`src/rtl/seg_pkg.sv`:
```
// Shared types and the hex-to-segment decoder for the multiplexed display
// driver. Everything in here is active-high; board polarity is applied only
// at the driver's output pins.
package seg_pkg;

   typedef logic [7:0] seg_code_t;   // {dp,g,f,e,d,c,b,a}, 1 = lit

   localparam seg_code_t SEG_OFF = 8'h00;

   typedef enum logic {
      ST_BLANK,   // anti-ghosting dead time, everything dark
      ST_SHOW     // digit driven, subject to brightness PWM
   } scan_state_t;

   // Full hex set; dp (bit 7) is always left clear here and merged by the caller.
   function automatic seg_code_t seg_decode(input logic [3:0] nibble);
      seg_code_t code;
      case (nibble)
         4'h0:    code = 8'h3F;
         4'h1:    code = 8'h06;
         4'h2:    code = 8'h5B;
         4'h3:    code = 8'h4F;
         4'h4:    code = 8'h66;
         4'h5:    code = 8'h6D;
         4'h6:    code = 8'h7D;
         4'h7:    code = 8'h07;
         4'h8:    code = 8'h7F;
         4'h9:    code = 8'h6F;
         4'hA:    code = 8'h77;
         4'hB:    code = 8'h7C;
         4'hC:    code = 8'h39;
         4'hD:    code = 8'h5E;
         4'hE:    code = 8'h79;
         default: code = 8'h71;
      endcase
      return code;
   endfunction

endpackage

```
`src/rtl/seg_tick_div.sv`:
```
// Modulo-DIV free-running counter with a single-cycle wrap pulse. Also usable
// as a generic tick divider (LED blink etc.) by watching wrap_o only.
module seg_tick_div #(
   parameter int unsigned DIV = 8,
   parameter int unsigned CW  = (DIV > 1) ? $clog2(DIV) : 1
) (
   input  logic          clk_i,
   input  logic          rst_i,
   input  logic          clr_i,    // synchronous clear, dominates en_i
   input  logic          en_i,
   output logic [CW-1:0] cnt_o,
   output logic          wrap_o    // high while cnt is DIV-1 and counting
);

   localparam logic [CW-1:0] LAST = CW'(DIV - 1);

   logic [CW-1:0] cnt_q, cnt_d;

   // Next count: clear, hold, or advance with wrap at DIV-1.
   always_comb begin
      // NOTE: every combinational output gets a default first so no path leaves it unassigned (no latch).
      cnt_d = cnt_q;
      if (clr_i) begin
         cnt_d = '0;
      end else if (en_i) begin
         cnt_d = (cnt_q == LAST) ? '0 : cnt_q + 1'b1;
      end
   end

   // Count register.
   always_ff @(posedge clk_i or posedge rst_i) begin
      // NOTE: clocked state uses non-blocking assignments so all flops update together at the edge.
      if (rst_i) begin
         cnt_q <= '0;
      end else begin
         cnt_q <= cnt_d;
      end
   end

   assign cnt_o  = cnt_q;
   assign wrap_o = en_i && !clr_i && (cnt_q == LAST);

endmodule

```
`src/rtl/seg_mux_scan.sv`:
```
// N-digit multiplexed 7-segment scanner: per-slot dead time, 8-level PWM,
// leading-zero suppression, and a per-frame snapshot so a frame never tears.
module seg_mux_scan
   import seg_pkg::*;
#(
   parameter int unsigned CLK_HZ         = 50_000_000,
   parameter int unsigned SCAN_HZ        = 1000,
   parameter int unsigned NUM_DIGITS     = 3,
   parameter int unsigned GHOST_CYCLES   = 64,
   parameter bit          SEG_ACTIVE_LOW = 1'b1,
   parameter bit          DIG_ACTIVE_LOW = 1'b1
) (
   input  logic                    clk_i,
   input  logic                    rst_i,
   input  logic                    enable_i,
   input  logic [4*NUM_DIGITS-1:0] digits_i,
   input  logic [NUM_DIGITS-1:0]   dp_i,
   input  logic [NUM_DIGITS-1:0]   blank_i,
   input  logic                    lzs_i,
   input  logic [2:0]              bright_i,
   output logic [7:0]              seg_o,
   output logic [NUM_DIGITS-1:0]   dig_o,
   output logic                    frame_o
);

   localparam int unsigned DIV   = CLK_HZ / SCAN_HZ;
   localparam int unsigned CNT_W = (DIV > 1) ? $clog2(DIV) : 1;
   localparam int unsigned IDX_W = (NUM_DIGITS > 1) ? $clog2(NUM_DIGITS) : 1;

   localparam logic [CNT_W-1:0] GHOST_LAST =
      (GHOST_CYCLES > 0) ? CNT_W'(GHOST_CYCLES - 1) : '0;
   localparam logic [IDX_W-1:0] IDX_LAST   = IDX_W'(NUM_DIGITS - 1);
   // With no dead time a slot opens directly in SHOW.
   localparam scan_state_t      SLOT_START = (GHOST_CYCLES > 0) ? ST_BLANK : ST_SHOW;
   localparam seg_code_t               SEG_POL = SEG_ACTIVE_LOW ? 8'hFF : 8'h00;
   localparam logic [NUM_DIGITS-1:0]   DIG_POL = DIG_ACTIVE_LOW ? '1 : '0;

   if (DIV < GHOST_CYCLES + 1) begin : g_bad_div
      $error("seg_mux_scan: CLK_HZ/SCAN_HZ must exceed GHOST_CYCLES");
   end
   if (NUM_DIGITS < 1 || NUM_DIGITS > 8) begin : g_bad_digits
      $error("seg_mux_scan: NUM_DIGITS must be 1..8");
   end

   logic [CNT_W-1:0] cnt;
   logic             wrap;

   seg_tick_div #(.DIV(DIV), .CW(CNT_W)) u_slot_div (
      .clk_i  (clk_i),
      .rst_i  (rst_i),
      .clr_i  (~enable_i),
      .en_i   (1'b1),
      .cnt_o  (cnt),
      .wrap_o (wrap)
   );

   scan_state_t               state_q, state_d;
   logic [IDX_W-1:0]          idx_q, idx_d;
   logic [2:0]                pwm_q, pwm_d;
   logic [4*NUM_DIGITS-1:0]   dig_shd_q, dig_shd_d;
   logic [NUM_DIGITS-1:0]     dp_shd_q, dp_shd_d;
   logic [NUM_DIGITS-1:0]     blank_shd_q, blank_shd_d;
   logic                      lzs_shd_q, lzs_shd_d;
   seg_code_t                 seg_q, seg_d;
   logic [NUM_DIGITS-1:0]     dig_q, dig_d;
   logic                      frame_q, frame_d;

   logic                      snap;
   logic [4*NUM_DIGITS-1:0]   dig_v;
   logic [NUM_DIGITS-1:0]     dp_v, blank_v, zero_from;
   logic                      lzs_v;

   // Slot FSM: dead time at the start of every slot, then SHOW until wrap.
   always_comb begin
      state_d = state_q;
      if (!enable_i || wrap) begin
         state_d = SLOT_START;
      end else begin
         case (state_q)
            ST_BLANK: if (cnt == GHOST_LAST) state_d = ST_SHOW;
            ST_SHOW:  state_d = ST_SHOW;
            default:  state_d = SLOT_START;
         endcase
      end
   end

   // Digit index, PWM phase and frame snapshot bookkeeping.
   always_comb begin
      snap        = enable_i && (cnt == '0) && (idx_q == '0);
      idx_d       = idx_q;
      pwm_d       = pwm_q;
      dig_shd_d   = snap ? digits_i : dig_shd_q;
      dp_shd_d    = snap ? dp_i     : dp_shd_q;
      blank_shd_d = snap ? blank_i  : blank_shd_q;
      lzs_shd_d   = snap ? lzs_i    : lzs_shd_q;
      if (!enable_i) begin
         idx_d = '0;
         pwm_d = '0;
      end else begin
         if (wrap) idx_d = (idx_q == IDX_LAST) ? '0 : idx_q + 1'b1;
         if (state_d == ST_BLANK)     pwm_d = '0;
         else if (state_q == ST_SHOW) pwm_d = pwm_q + 3'd1;
      end
      // The snapshot cycle already displays the freshly latched value.
      dig_v   = dig_shd_d;
      dp_v    = dp_shd_d;
      blank_v = blank_shd_d;
      lzs_v   = lzs_shd_d;
   end

   // Per-digit drive: leading-zero suppression, blanking, dp and PWM gating.
   always_comb begin
      logic       acc;
      logic       dark;
      logic       dp;
      logic [3:0] nib;
      acc = 1'b1;
      for (int k = NUM_DIGITS - 1; k >= 0; k--) begin
         acc          = acc && (dig_v[4*k +: 4] == 4'h0);
         zero_from[k] = acc;
      end
      nib     = dig_v[4*idx_q +: 4];
      dp      = dp_v[idx_q];
      dark    = blank_v[idx_q] || (lzs_v && (idx_q != '0) && zero_from[idx_q]);
      seg_d   = SEG_OFF;
      dig_d   = '0;
      frame_d = snap;
      if (enable_i && (state_q == ST_SHOW) && (pwm_q <= bright_i) && (!dark || dp)) begin
         seg_d        = dark ? SEG_OFF : seg_decode(nib);
         seg_d[7]     = dp;
         dig_d[idx_q] = 1'b1;
      end
   end

   // State, shadow and output registers.
   always_ff @(posedge clk_i or posedge rst_i) begin
      if (rst_i) begin
         state_q     <= SLOT_START;
         idx_q       <= '0;
         pwm_q       <= '0;
         // NOTE: shadows are a handful of flops, not a RAM, so they take a defined reset value.
         dig_shd_q   <= '0;
         dp_shd_q    <= '0;
         blank_shd_q <= '0;
         lzs_shd_q   <= 1'b0;
         seg_q       <= SEG_OFF;
         dig_q       <= '0;
         frame_q     <= 1'b0;
      end else begin
         state_q     <= state_d;
         idx_q       <= idx_d;
         pwm_q       <= pwm_d;
         dig_shd_q   <= dig_shd_d;
         dp_shd_q    <= dp_shd_d;
         blank_shd_q <= blank_shd_d;
         lzs_shd_q   <= lzs_shd_d;
         seg_q       <= seg_d;
         dig_q       <= dig_d;
         frame_q     <= frame_d;
      end
   end

   assign seg_o   = seg_q ^ SEG_POL;
   assign dig_o   = dig_q ^ DIG_POL;
   assign frame_o = frame_q;

endmodule

```
`config.mk`:
```
export PLATFORM = sky130hd
export DESIGN_NAME = seg_mux_scan
export DESIGN_NICKNAME = d
export VERILOG_FILES = /design/src/rtl/seg_pkg.sv /design/src/rtl/seg_tick_div.sv /design/src/rtl/seg_mux_scan.sv
export SDC_FILE = /design/constraint.sdc
export NUM_CORES = 1
export LEC_CHECK = 0
export BUFFER_PORTS_ARGS = -buffer_cell sky130_fd_sc_hd__buf_2
export CORE_ASPECT_RATIO = 1.75
export CORE_MARGIN = 2
export CORE_UTILIZATION = 55
export CTS_BUF_LIST = sky130_fd_sc_hd__clkbuf_8
export DETAILED_ROUTE_END_ITERATION = 6
export PLACE_DENSITY = 0.76
export SLEW_MARGIN = 5
export SYNTH_ARGS = -nofsm -noshare
export SYNTH_HDL_FRONTEND = slang
export SYNTH_SLANG_ARGS = --single-unit
```
`constraint.sdc`:
```
create_clock -name clk_i -period 7.9 [get_ports clk_i]
set_input_delay 0.395 -clock clk_i [delete_from_list [all_inputs] [get_ports clk_i]]
set_output_delay 0.395 -clock clk_i [all_outputs]
set_load 0.01 [all_outputs]
```
=== Word level (Yosys, flattened, before mapping) ===
Memory sizes are Yosys's and may differ from the RTL's.
Index checks and enable logic that the tools add are counted.

* Add/subtract/negate cells: 3
* Multipliers: 0
* Divide/modulo/power cells: 0
* $lt $le $gt $ge: 3
* Eq/ne operators: 5
* Shift-type cells: 1
* Mux-type cells: 26
* Bitwise operators: 3
* Reductions and logical operators: 22

{| class="wikitable"
|+ Operator list
! kind !! number
|-
| 2-to-1 mux 16 bit || 2
|-
| 2-to-1 mux 3 bit || 6
|-
| adder 16 x 1 -> 16 bit, second input constant || 1
|-
| equality test 16 bit, second input constant || 1
|-
| equality test 16 x 6 -> 1 bit, second input constant || 1
|-
| logical NOT 16 bit || 1
|-
| logical NOT 4 bit || 3
|-
| 2-to-1 mux 12 bit || 1
|-
| indexed part select 12 x 5 -> 4 bit || 1
|-
| logical AND 1 bit || 11
|-
| 2-to-1 mux 8 bit || 1
|-
| NOT 8 bit || 1
|-
| 2-to-1 mux 1 bit || 7
|-
| 2-to-1 mux 7 bit || 1
|-
| binary-select mux 1 bit (select 2 bit) || 3
|-
| 2-to-1 mux 2 bit || 3
|-
| adder 3 x 1 -> 3 bit, second input constant || 1
|-
| <= comparator 3 bit || 1
|-
| logical OR 1 bit || 3
|-
| < comparator 2 x 3 -> 1 bit, second input constant || 1
|-
| inequality test 3 bit, second input constant || 1
|-
| NOT 3 bit || 1
|-
| adder 2 x 1 -> 2 bit, second input constant || 1
|-
| demux 1 bit (select 2 bit) || 1
|-
| other kinds (8) || 9
|}

* Register bits after elaboration: 53
* Latch bits: 0
* Memory bits (writable): 0
* Memory bits (read-only): 112
* Bits of input ports: 25
* Memories: 1

{| class="wikitable"
|+ Memories
! memory !! words !! bits a word !! read ports !! clocked after memory_dff !! write ports !! RTL line !! RTL
|-
| (no name shown) || 16 || 7 || 1 || 0 || 0 || seg_pkg.sv:18 || <nowiki>case (nibble)</nowiki>
|}

=== Logic depth before layout (Yosys ltp) ===
* Depth in word-level cells: 15
* Gate-level depth with buffers: 14

=== Cells and area by module ===
From an unflattened synthesis, not the netlist that was laid out.

* Cell total of the unflattened synthesis: 324
* Area total of the unflattened synthesis: 3203.1 µm²

{| class="wikitable"
|+ By module, submodules not included
! module !! times used !! cells each !! area each (µm²) !! seq. area each (µm²)
|-
| seg_mux_scan || 1 || 207 || 2134.5 || 925.9
|-
| seg_tick_div || 1 || 117 || 1068.5 || 400.4
|}

=== Worst setup path after synthesis ===
No wires, ideal clock.

* Kind: register -> register
* Start point: reg u_slot_div.cnt_q[11], in the netlist u_slot_div.cnt_o[11]
* End point: reg seg_q[0]
* Setup time: 0.082 ns
* Data arrival time: 2.851 ns
* Data required time: 7.818 ns
* Slack: 4.967 ns
* Cell stages (with the launch flop): 10
* Buffers on the path: 0
* Path through: dfrtp_1 > or4_4 > nor4_4 > nand3_1 > and3_1 > o32ai_2 > inv_1 > ha_1 > or3_1 > a31oi_1

* Cells in the longest elaborated chain, start to end: 15
* Elaborated cells between the ends (all ways): 28
* Those cells by class: shift (1); mux (12); reduce/logical (14); memory (1)

{| class="wikitable"
|+ Ends and longest elaborated chain
! item !! RTL line !! RTL
|-
| start: declaration || seg_tick_div.sv:17 || <nowiki>logic [CW-1:0] cnt_q, cnt_d;</nowiki>
|-
| start signal: assignment || seg_tick_div.sv:36 || <nowiki>cnt_q <= cnt_d;</nowiki>
|-
| logical NOT 16 bit (*) || seg_mux_scan.sv:89 || <nowiki>snap = enable_i && (cnt == '0) && (idx_q == '0);</nowiki>
|-
| logical AND 1 bit (*) (2 in a row) || seg_mux_scan.sv:89 ||
|-
| parallel branches: the longest is 11 deep, another holds memory (16 x 7 bit) || -- ||
|-
| 2-to-1 mux 8 bit (*) || seg_mux_scan.sv:128 || <nowiki>if (enable_i && (state_q == ST_SHOW) && (pwm_q <= bright_i) && (!dark || dp)) begin</nowiki>
|-
| via seg_d[0] || seg_mux_scan.sv:64 || <nowiki>seg_code_t seg_q, seg_d;</nowiki>
|-
| end signal: assignment || seg_mux_scan.sv:157 || <nowiki>seg_q <= seg_d;</nowiki>
|-
| end: declaration || seg_mux_scan.sv:64 ||
|}

Mark *: on every way through the listed nets, which the timed path passes. The select of a mux whose other input is x is not followed.
A chain may end at the register's enable or synchronous reset.

=== Worst setup path after layout ===
Same ends and word-level chain as after synthesis.

==> impl_metrics.json <==
{
  "first_pass_iters": 6,
  "holdBufCountCts": 0,
  "startpoint": "u_slot_div.cnt_o[11]",
  "drive_gt1_frac": 0.190,
  "worst-path-max-fanout": 21,
  "io_buffer_count": 36,
  "r2r-end": "seg_q[0]",
  "hpwl_um": 4630,
  "whs_path_depth": 3,
  "min_period_ps": 3460,
  "cts_tree": "built",
  "wl_per_cell_um": 15.5,
  "vias": 2259,
  "fin_area_sq_um": 3210,
  "avgViaCountPerCell": 5.78,
  "groute.usage.overall": 0.231,
  "drcViolationCount": 1,
  "post-place-ws_ps": 4450,
  "critPathBufInv": 1,
  "htree_num_levels": 2,
  "maxSlewViolCount": 0,
  "synth_top_area_share": 0.459,
  "fin_skew_ps": 7.22,
  "p_per_area_nw_per_um2": 203,
  "worst_path_max_delay_cell": "or4_4",
  "grt_overflow_total": 0,
  "clock-sinks": 53,
  "grt_pass1_vias": 2284,
  "post-route-util": 0.640,
  "status": "finished with violations",
  "synth_edf_count": 0,
  "violations": "design-rule violations",
  "cp_num_cells": 9,
  "synthesis.instances": 303,
  "reg2reg_depth": 9,
  "busiest_layer": "met2",
  "cp_top_family": "simple AND/OR/NAND/NOR gates",
  "hold_viol": 0,
  "ant_nets": 0,
  "wirelength_um": 6080,
  "cts_buffers": 5,
  "r2r-start": "u_slot_div.cnt_o[11]",
  "period_share": 0.438,
  "worstPathRequired_ps": 8130,
  "hold_class": "primary input to flip-flop",
  "synth.area.top_cells": "dfrtp_1 46%, nand2_1 6.9%, ha_1 4.8%",
  "dieArea_sq_um": 5870,
  "worstSetupEndpoint": "seg_q[0]",
  "cts_root_buf": "clkbuf_8",
  "io_pins": 37,
  "finalSetupViolCount": 0,
  "worst_slack_ps": 4440,
  "grt_max_degree": 54,
  "vdd_drop_max_mv": 0.119,
  "grt_first_pass_wirelength_um": 10300,
  "grtUsageMet1": 0.249,
  "use_met2": 0.417,
  "rrSetupSlack_ps": 4440,
  "die_y_um": 99.9,
  "crit_chain": "or4_4 > nor4_4 > nand2_2 > clkinv_2 > nor3_1 > o32a_1 > ha_1 > or3_1 > a31oi_1",
  "area_growth_pct": 11.3,
  "yosys_warnings": 0,
  "drtIter0Drc": 81,
  "synthesis.nets": 339,
  "cp_slowest_stage_delay_ps": 590,
  "clk_path_buf_depth": 2,
  "initial_core_util": 0.575,
  "fp.dieW_um": 58.8,
  "yosys_most_used_dff": "dfrtp_1",
  "maxCapViolations": 0,
  "use_met3": 0.0296,
  "nets": 372,
  "antenna_found_initial": 0,
  "worstPathArrival_ps": 3690,
  "routabilityCongestion": 0.907,
  "syn-cell-area_sq_um": 2890,
  "postSynthAreaPerCell_sq_um": 9.53,
  "ys_seq_area_frac": 0.459,
  "synth-async-reset-ratio": 1.00,
  "cts_setup_buffers": 0,
  "tns_ps": 0,
  "cts_resized": 0,
  "total_power_mw": 0.653,
  "tightest_slew_ps": 1090,
  "max_freq_mhz": 289,
  "fillers": 435,
  "placed_area_sq_um": 3080,
  "coreArea_sq_um": 5020,
  "rsz0062_at_grt": "no",
  "critical_path_class": "flip-flop to flip-flop",
  "yosys.area.top_type": "dfrtp_1",
  "endpoint_kind": "flip-flop",
  "crit_path_start_kind": "flip-flop",
  "slew_headroom": 0.275,
  "clock_latency_ps": 310,
  "diodes": 0,
  "rows": 34,
  "p_leak_nw": 1.58,
  "synth-seq-cells": 53,
  "ys_types": 55,
  "path_clk_slew_ps": 90
}
## cells in the mapped netlist (2+ instances only)
| cell | instances |
|---|---|
| a211oi_1 | 3 |
| a21o_1 | 3 |
| a21oi_1 | 4 |
| a221oi_1 | 2 |
| a31oi_1 | 5 |
| and2_1 | 3 |
| and3_1 | 8 |
| buf_2 | 2 |
| buf_6 | 2 |
| clkbuf_1 | 5 |
| dfrtp_1 | 53 |
| ha_1 | 11 |
| inv_1 | 26 |
| mux2_2 | 3 |
| mux2i_1 | 5 |
| nand2_1 | 53 |
| nand3_1 | 14 |
| nand4_1 | 2 |
| nor2_1 | 28 |
| nor2b_1 | 2 |
| nor3_1 | 7 |
| nor4_1 | 5 |
| o21a_1 | 2 |
| o21ai_0 | 5 |
| o22ai_1 | 2 |
| or4_4 | 2 |
| xnor2_1 | 11 |
| xor2_1 | 8 |
## state kept, by name, summed over array words and instances (netlist names)
register,cells
u_slot_div.cnt_o,16
dig_shd_q,12
seg_q,8
blank_shd_q,3
dig_q,3
dp_shd_q,3
pwm_q,3
idx_q,2
frame_o,1
lzs_shd_q,1
state_q,1
## stage by stage
stage | hold slack, ps | cells
after floorplan | 440 | 303
after global placement | 455 | 383
after detailed placement | 468 | 383
after CTS | 282 | 391
after global routing | 305 | 391
final | 279 | 391
## worst min-delay path by stage
stage          slack [ps]         from     endpoint
6_report              280        lzs_i    lzs_shd_q
5_1_grt               310        lzs_i    lzs_shd_q
4_1_cts               280        lzs_i    lzs_shd_q
3_5_place_dp          470  dp_shd_q[1]  dp_shd_q[1]
3_3_place_gp          450  dp_shd_q[1]  dp_shd_q[1]
2_1_floorplan         440  dp_shd_q[1]  dp_shd_q[1]
## placed cells by master (no fill, tap or decap), types with 5 or more instances in the layout
master and count:
nor2_1 28, ha_1 11, nor3_1 7, o21ai_0 5, clkbuf_8 5, and3_1 8, nor4_1 5, inv_1 25
nand2_1 53, xnor2_1 11, a31oi_1 5, xor2_1 8, mux2i_1 5, buf_2 36, nand3_1 14, dfrtp_1 53
## where the power goes
| part | switching, mW | internal, mW |
|---|---|---|
| Sequential | 0.0186 | 0.295 |
| Clock | 0.0857 | 0.126 |
| Combinational | 0.0760 | 0.0524 |
## routing by layer
metal | routed length, um | part of all wire | up-vias
met5 | 0 | 0 | -
met2 | 3450 | 0.57 | 52
met4 | 261 | 0.043 | 0
met1 | 2220 | 0.37 | 1092
li1 | - | - | 1094
met3 | 150 | 0.025 | 21
## layout make-up
type | instances | area [sq um] | area share
multi-input combinational | 213 | 1400 | 0.437
timing repair buffer | 36 | 180 | 0.0561
sequential | 53 | 1330 | 0.413
tap | 54 | 67.6 | 0.0210
clock buffer | 5 | 68.8 | 0.0214
clock inverter | 3 | 65.1 | 0.0202
inverter | 27 | 103 | 0.0319
## cells by family (layout without fill, tap and decap cells)
group                      count (synthesis)  count (layout)  synth area share
AOI/OAI and AO/OA                         42              42             0.119
xor gates and xnor gates                  19              19            0.0576
adders and majority gates                 11              11            0.0477
buffers and inverters                     37              71            0.0546
DFF                                       53              53             0.459
muxes                                     10              10            0.0420
and+or+nand+nor                          131             131             0.220
## worst reg2reg max path, cell delays in order (launching register included)
cell	delay [ps]
dfrtp_1	440
or4_4	590
nor4_4	380
nand2_2	370
clkinv_2	280
nor3_1	80
o32a_1	430
ha_1	270
or3_1	380
a31oi_1	160
Note: power is estimated with default switching activity, not from simulation.
